[config.mk]
export PLATFORM = sky130hd
export DESIGN_NAME = playback_timer
export DESIGN_NICKNAME = d
export VERILOG_FILES = /design/src/rtl/playback_timer.sv
export SDC_FILE = /design/constraint.sdc
export NUM_CORES = 1
export LEC_CHECK = 0
export ABC_AREA = 1
export CORE_MARGIN = 2
export CORE_UTILIZATION = 53
export DETAILED_ROUTE_END_ITERATION = 8
export PLACE_DENSITY = 0.93
export SLEW_MARGIN = 40
export SYNTH_ARGS = -nofsm -noshare
export SYNTH_HDL_FRONTEND = slang
export SYNTH_SLANG_ARGS = --single-unit
[constraint.sdc]
create_clock -name clk -period 4.2 [get_ports clk]
set_input_delay 0.84 -clock clk [delete_from_list [all_inputs] [get_ports clk]]
set_output_delay 0.84 -clock clk [all_outputs]
set_load 0.01 [all_outputs]
[src/rtl/playback_timer.sv]
// BCD mm:ss playback timer: counts up or down on a 1 Hz tick, saturates at its limits, supports loading.
// Optional fast seek (one step per clk) is compiled in when PLAYBACK_TIMER_SEEK_EN is defined.
module playback_timer #(
  parameter int MIN_DIGITS = 2
) (
  input  logic                    clk,
  input  logic                    reset,
  input  logic                    tick,
  input  logic                    run,
  input  logic                    down,
  input  logic                    load,
  input  logic [4*MIN_DIGITS+6:0] load_time,
  input  logic                    seek_valid,
  input  logic [5:0]              seek_sec,
  output logic [3:0]              seconds0,
  output logic [2:0]              seconds1,
  output logic [4*MIN_DIGITS-1:0] minutes,
  output logic                    seek_busy,
  output logic                    done
);
  localparam int MW = 4*MIN_DIGITS;

  logic [3:0]          s0_reg, s0_step, s0_load;
  logic [2:0]          s1_reg, s1_step, s1_load;
  logic [MW-1:0]       min_reg, min_step, min_load;
  logic                done_reg;
  logic                s0_wrap;
  logic [MIN_DIGITS:0] carry;
  logic                limit, land_zero, step_done, step_en;
  logic                busy, seek_start, seek_step, pend_step;

  // carry[i] is the carry/borrow into minute digit i; carry[MIN_DIGITS] means we sit on the limit.
  assign s0_wrap  = down ? (s0_reg == 4'd0) : (s0_reg == 4'd9);
  assign carry[0] = s0_wrap && (down ? (s1_reg == 3'd0) : (s1_reg == 3'd5));
  assign s0_step  = down ? (s0_wrap ? 4'd9 : s0_reg - 4'd1)
                         : (s0_wrap ? 4'd0 : s0_reg + 4'd1);
  assign s1_step  = !s0_wrap ? s1_reg
                  : down     ? ((s1_reg == 3'd0) ? 3'd5 : s1_reg - 3'd1)
                             : ((s1_reg == 3'd5) ? 3'd0 : s1_reg + 3'd1);
  assign s0_load  = (load_time[3:0] > 4'd9) ? 4'd9 : load_time[3:0];
  assign s1_load  = (load_time[6:4] > 3'd5) ? 3'd5 : load_time[6:4];

  for (genvar gi = 0; gi < MIN_DIGITS; gi++) begin : g_min
    logic [3:0] d, ld;
    assign d  = min_reg[4*gi +: 4];
    assign ld = load_time[7+4*gi +: 4];
    assign min_step[4*gi +: 4] = !carry[gi] ? d
                               : down       ? ((d == 4'd0) ? 4'd9 : d - 4'd1)
                                            : ((d == 4'd9) ? 4'd0 : d + 4'd1);
    assign carry[gi+1] = carry[gi] && (down ? (d == 4'd0) : (d == 4'd9));
    assign min_load[4*gi +: 4] = (ld > 4'd9) ? 4'd9 : ld;
  end

  // Stepping from a limit holds the value; landing on zero while counting down also finishes.
  assign limit     = carry[MIN_DIGITS];
  assign land_zero = down && (s0_step == 4'd0) && (s1_step == 3'd0) && (min_step == '0);
  assign step_done = limit || land_zero;
  assign step_en   = !load && !seek_start &&
                     (seek_step || pend_step || (tick && run && !done_reg && !busy));

`ifdef PLAYBACK_TIMER_SEEK_EN
  logic       busy_reg, pending_reg;
  logic [5:0] r_reg, seek_r;

  assign seek_r     = (seek_sec > 6'd59) ? 6'd59 : seek_sec;
  assign busy       = busy_reg;
  assign seek_start = seek_valid && !busy_reg;
  assign seek_step  = busy_reg;
  assign pend_step  = pending_reg && !busy_reg && !done_reg;

  always_ff @(posedge clk or posedge reset) begin
    if (reset) begin
      busy_reg    <= 1'b0;
      pending_reg <= 1'b0;
      r_reg       <= '0;
    end else if (load) begin
      busy_reg    <= 1'b0;
      pending_reg <= 1'b0;
      r_reg       <= '0;
    end else if (seek_start) begin
      r_reg    <= seek_r;
      busy_reg <= (seek_r != 6'd0);
    end else if (busy_reg) begin
      pending_reg <= pending_reg || (tick && run);
      // Hitting a limit abandons whatever distance is left.
      if (step_done || r_reg == 6'd1) begin
        busy_reg <= 1'b0;
        r_reg    <= '0;
      end else begin
        r_reg <= r_reg - 6'd1;
      end
    end else if (pending_reg) begin
      pending_reg <= 1'b0;
    end
  end
`else
  logic unused_seek;
  assign unused_seek = ^{seek_valid, seek_sec};
  assign busy        = 1'b0;
  assign seek_start  = 1'b0;
  assign seek_step   = 1'b0;
  assign pend_step   = 1'b0;
`endif

  always_ff @(posedge clk or posedge reset) begin
    if (reset) begin
      s0_reg   <= '0;
      s1_reg   <= '0;
      min_reg  <= '0;
      done_reg <= 1'b0;
    end else if (load) begin
      s0_reg   <= s0_load;
      s1_reg   <= s1_load;
      min_reg  <= min_load;
      done_reg <= 1'b0;
    end else if (step_en) begin
      if (!limit) begin
        s0_reg  <= s0_step;
        s1_reg  <= s1_step;
        min_reg <= min_step;
      end
      done_reg <= done_reg || step_done;
    end
  end

  assign seconds0  = s0_reg;
  assign seconds1  = s1_reg;
  assign minutes   = min_reg;
  assign seek_busy = busy;
  assign done      = done_reg;
endmodule
==> reports/results.txt, run 1 <==
DP Area -> 2010 sq um
Arrival time of the worst setup path -> 3130 ps
Post-synth top area cell -> dfrtp_1
Root Driver -> clkbuf_4
Post-synthesis cell type count -> 31
Seq cells post-synth -> 16
Part of the cycle the worst path needs -> 70.4%
Max Fclk -> 338 MHz
PwrDens -> 298 nW/um^2
Final instance area -> 2040 sq um
Required time of the critical path -> 4380 ps
Ports -> 45
P&R area growth vs syn -> 23.2%
Post-Route Utilization -> 68.0%
Post-Synthesis Cells -> 272
Fillers -> 253
Max-cap viol count -> 0
Synth top cells by count -> 92 x nand2_1, 33 x nand3_1, 30 x inv_1
Largest net degree at the start of global routing -> 23
Placed cells -> 334
Hold slack final -> 567 ps
Total CTS buffers -> 3
Cell mode on critical path -> nand2_2
Mapped Nets -> 303
Critical Path Sink Type -> register
Residual DRC -> 0
Number of synthesized flops with an enable pin -> 0
Pre-CTS setup slack -> 960 ps
Count of yosys warnings during synthesis -> 0
Avg Vias per Cell -> 5.43
Largest cells by area after synthesis -> dfrtp_1 24%, nand2_1 21%, nand3_1 10%
GR Overflow Total -> 0
Avg WL per Cell -> 11.7 microns
Setup repair bufs after CTS -> 0
RSZ-0062 raised after global routing -> false
Worst skew pair latency -> 290 ps
Max H-tree Level -> 1
Post-synth top area share -> 24.2%
CP bufs+invs -> 2
Max-slew violations -> 0
ANT nets after route -> 0
Initial antenna violation count -> 0
CTS tree -> yes
First-pass DRT Iterations -> 5
Detailed placement HPWL -> 3070 microns
Vias in the first global route -> 1687
Layout Nets -> 337
Pleak -> 1.06 nW
CTS Sinks -> 16
Core area -> 3000 sq um
IO Port Bufs -> 36
Status -> finished, final reports clean
Most common cell in the netlist -> nand2_1
CP max FO -> 22
# hold bufs at CTS -> 0
Starting Density -> 55.2%
Worst-Margin Slew -> 729 ps
Synthesized area -> 1660 sq um
Initial DRC count -> 134
Sequential share of the synthesized area -> 24.2%
Max reg flops -> 8
Top FF cell, synth -> dfrtp_1
Die height -> 59.9 microns
Post-synth ARST share -> 100%
Proportion of layout cells with a drive suffix above 1 -> 9.84%
Setup slack after layout -> 1250 ps
Post-CTS sizing -> 0
Vias -> 1837
HP Class -> register to register
Critical path type -> primary input to register
Total track usage -> 24.9%
Avg Inst Size Synth -> 6.10 sq um
VDD IR-drop max -> 0.168 mV
Fin cells -> 338
DIE WIDTH -> 59.9 microns
First-pass GRT wire length -> 6980 microns
Maximum clock insertion buffer count -> 2
Slowest CP cell -> clkdlybuf4s50_1
Clk_skew -> 4.14 ps
CTS clock-pin slew for the worst setup and hold paths -> 100 ps
Delay-heaviest family, CP -> buffers and inverters
Final Hold Fails -> 0
Crit start category -> primary input
Overall power -> 0.608 mW
Relative slew slack -> 51.3%
Setup TNS -> 0 ps
Setup violations, final -> 0
DRT Wirelength -> 3960 microns
Antenna Cells -> 0
Row count -> 20
Final Critical Period -> 2950 ps
Die area -> 3590 sq um
CP max stage delay -> 940 ps
Placer Congestion -> 0.875
Worst path cell trace -> clkdlybuf4s50_1, inv_2, nand2_2, nand2_2, nor2_8, nand3_2, nand2_2, nand2_2, o21ai_0, o21ai_1
layer usage:
metal / track usage (%) / vias up / wire, microns
met3: 3.03 / 6 / 188
li1: - / 948 / -
met1: 31.8 / 823 / 1740
met5: 0 / - / 0
met4: 5.08 / 0 / 28
met2: 44.9 / 60 / 2000
layout make-up:
type / instances / area (sq um) / share of cell area, %
clock buffers: 4 / 36.3 / 1.78
multi-input cells: 212 / 1060 / 52.1
repair buffers: 36 / 360 / 17.6
well taps: 33 / 41.3 / 2.02
flip-flops and latches: 16 / 400 / 19.6
inverters: 37 / 139 / 6.80
where the power goes:
| group | switching, mW | internal (mW) |
|---|---|---|
| Sequential | 0.0330 | 0.174 |
| Combinational | 0.170 | 0.125 |
| Clock | 0.0530 | 0.0528 |
worst reg2reg max path, cell delays in order, from the launching register on:
cell and delay, ps:
dfrtp_1 460, inv_1 150, ha_1 230, nand2_4 70
inv_2 80, nand2_2 80, nand2_4 150, nand2_8 100
nor2_8 120, nand3_2 100, nand2_2 100, nand2_2 250
o21ai_0 160, o21ai_1 80
cells in the final DEF, fill, tap and decap left out, types with 2 or more instances in the layout:
cell             netlist  routed
nand2_1               92      92
clkdlybuf4s50_1        0      36
nand3_1               33      33
inv_1                 30      30
nor2_1                26      26
dfrtp_1               16      16
o21ai_1               10      10
o21ai_0               10      10
nand2_2                8       8
inv_2                  7       7
o221ai_1               3       3
a21oi_1                3       3
o221ai_2               3       3
xor2_1                 3       3
nand4_1                3       3
ha_1                   3       3
clkbuf_4               0       3
nand2_4                2       2
nor2_2                 2       2
o22ai_1                2       2
kinds of logic after synthesis:
family | after synthesis | synth area share [%]
adders and majority gates | 3 | 2.26
AOI/OAI and AO/OA | 34 | 13.4
DFF | 16 | 24.2
other | 1 | 0.226
xor gates and xnor gates | 3 | 1.59
and+or+nand+nor | 171 | 46.7
buffers and inverters | 44 | 11.6
worst paths after layout:
path,slack [ps],to,cells past startpoint,startpoint
max in group asynchronous,2890,minutes[5],2,reset
min in group asynchronous,910,seconds0[1],2,reset
worst max-delay path,1250,seconds1[0],10,down
worst max register to register,1960,seconds1[0],13,seconds0[0]
worst min-delay path,570,done,2,done
worst min register to register,570,done,2,done
Power figures use the tool's default switching activity.
==> run 2: changes to the inputs <==
--- a/config.mk
+++ b/config.mk
@@ -7,9 +7,9 @@
 export LEC_CHECK = 0
 export ABC_AREA = 1
 export CORE_MARGIN = 2
-export CORE_UTILIZATION = 53
+export CORE_UTILIZATION = 49
 export DETAILED_ROUTE_END_ITERATION = 8
-export PLACE_DENSITY = 0.93
+export PLACE_DENSITY = 0.87
 export SLEW_MARGIN = 40
 export SYNTH_ARGS = -nofsm -noshare
 export SYNTH_HDL_FRONTEND = slang
==> constraint.sdc (replaced) <==
create_clock -name clk -period 2.9 [get_ports clk]
set_input_delay 0.58 -clock clk [delete_from_list [all_inputs] [get_ports clk]]
set_output_delay 0.58 -clock clk [all_outputs]
set_load 0.01 [all_outputs]
==> run 2 against run 1 <==
  * Clock power up 14%
  * Combinational power rose by 47%
  * Critical endpoint is now seconds0[0]
  * Routed wire length increased by 1.8%
  * First-iteration DRC count is 13% lower
  * Sequential cell count is the same
  * Largest cell class unchanged
==> reports/results.txt, run 2 (synthesis gave the netlist of run 1 again) <==
Post-CTS sizing -> 0
Most common cell after layout, fill and taps aside -> nand2_1
Setup violations, final -> 0
Initial antenna violation count -> 0
Hold Path Depth -> 2
Starting Density -> 50.5%
Pre-CTS setup slack -> 234 ps
Cell mode on critical path -> nand2_2
Status -> finished, final reports clean
Part of the cycle the worst path needs -> 81.7%
Avg WL per Cell -> 11.4 microns
Antenna Cells -> 0
Avg Vias per Cell -> 5.09
Worst-Margin Slew -> 656 ps
Residual DRC -> 0
Ports -> 45
Worst path cell trace -> clkdlybuf4s50_1, buf_12, nand2_4, inv_2, nand2_2, nand2_4, nand2_8, nor2_8, nand3_2, nand2_2, nand2_2, nand2_1, o21ai_1
Most frequent cells in the layout -> 92 x nand2_1, 36 x clkdlybuf4s50_1, 33 x nand3_1, 30 x inv_1, 26 x nor2_1
Setup slack after layout -> 531 ps
HP Class -> register to register
Critical Path Sink Type -> register
First-pass GRT wire length -> 6970 microns
Required time of the critical path -> 3060 ps
Vias -> 1798
Worst skew pair latency -> 300 ps
Final Hold Fails -> 0
Max-cap viol count -> 0
Total CTS buffers -> 3
Critical Path Start -> down
Placer Congestion -> 0.879
Die area -> 3860 sq um
ANT nets after route -> 0
Fin cells -> 353
Detailed placement HPWL -> 3120 microns
Delay-heaviest family, CP -> simple AND/OR/NAND/NOR gates
DRT Wirelength -> 4030 microns
Root Driver -> clkbuf_4
Row count -> 21
First-pass DRT Iterations -> 4
Initial DRC count -> 116
IO Port Bufs -> 36
Fillers -> 306
CTS clock-pin slew for the worst setup and hold paths -> 80 ps
Max H-tree Level -> 1
P&R area growth vs syn -> 25.4%
Proportion of layout cells with a drive suffix above 1 -> 10.4%
Arrival time of the worst setup path -> 2530 ps
Total track usage -> 21.4%
RSZ-0062 raised after global routing -> false
Relative slew slack -> 56.2%
Setup repair bufs after CTS -> 0
Final Critical Period -> 2370 ps
Slowest CP cell -> clkdlybuf4s50_1
CP max FO -> 22
Max reg flops -> 8
Largest net degree at the start of global routing -> 23
PwrDens -> 411 nW/um^2
Max Fclk -> 422 MHz
Clk_skew -> 16.1 ps
DIE WIDTH -> 62.2 microns
Worst r2r path cells -> 13
CTS Sinks -> 16
Die height -> 62.2 microns
Core area -> 3280 sq um
Critical path depth -> 13
CP max stage delay -> 510 ps
CP bufs+invs -> 3
Critical path type -> primary input to register
GR Overflow Total -> 0
Maximum clock insertion buffer count -> 2
Vias in the first global route -> 1633
CTS tree -> yes
Setup TNS -> 0 ps
Hold Path Origin -> done
Crit start category -> primary input
Layout Nets -> 340
Max-slew violations -> 0
Placed cells -> 350
# hold bufs at CTS -> 0
RR Startpoint -> seconds0[0]
Pleak -> 1.07 nW
VDD IR-drop max -> 0.281 mV
run 2: cell count changes in the layout (fill, tap and decap cells not counted):
cell / previous run / this run
buf_12: 0 / 1
buf_4: 0 / 2
clkbuf_8: 1 / 0
run 2: cell type report:
| cell class | count | area [sq um] | area share [%] |
|---|---|---|---|
| flip-flops and latches | 16 | 400 | 19.3 |
| clock buffers | 3 | 22.5 | 1.08 |
| well taps | 46 | 57.6 | 2.77 |
| repair buffers | 39 | 395 | 19.0 |
| inverters | 37 | 139 | 6.68 |
| multi-input cells | 212 | 1060 | 51.2 |
run 2: power by group:
group / switching, mW / internal (mW)
clock: 0.0731 / 0.0483
combinational: 0.248 / 0.186
sequential: 0.0481 / 0.251
total: 0.369 / 0.486
run 2: tightest hold or removal path, stage by stage, from the launching register on:
cell	delay, ps
dfrtp_1	410
inv_1	80
a21oi_2	50
run 2: per-layer routing:
layer	GRT usage, %	routed length [microns]	share of wire, %
met1	28.0	1820	45
met2	37.8	1910	47
met3	3.99	283	7.0
met4	3.06	14	0.35
met5	0	0	0
run 2: path summary, 6_finish.rpt:
| path | slack (ps) | endpoint |
|---|---|---|
| setup / recovery | 530 | seconds0[0] |
| hold / removal | 570 | done |
| setup reg to reg | 670 | seconds0[0] |
| hold reg to reg | 570 | done |
| max in group asynchronous | 1800 | minutes[4] |
| min in group asynchronous | 660 | seconds0[3] |
run 2: per-stage QoR:
stage | power (mW) | util (%) | hold slack (ps) | cell area (sq um)
after floorplan | 0.588 | - | 494 | 1660
after global placement | 0.722 | 62.6 | 539 | 2060
after detailed placement | 0.735 | 62.6 | 555 | 2060
after CTS | 0.854 | 63.3 | 570 | 2080
after global routing | 0.928 | 63.3 | 599 | 2080
final | 0.855 | 63.3 | 568 | 2080
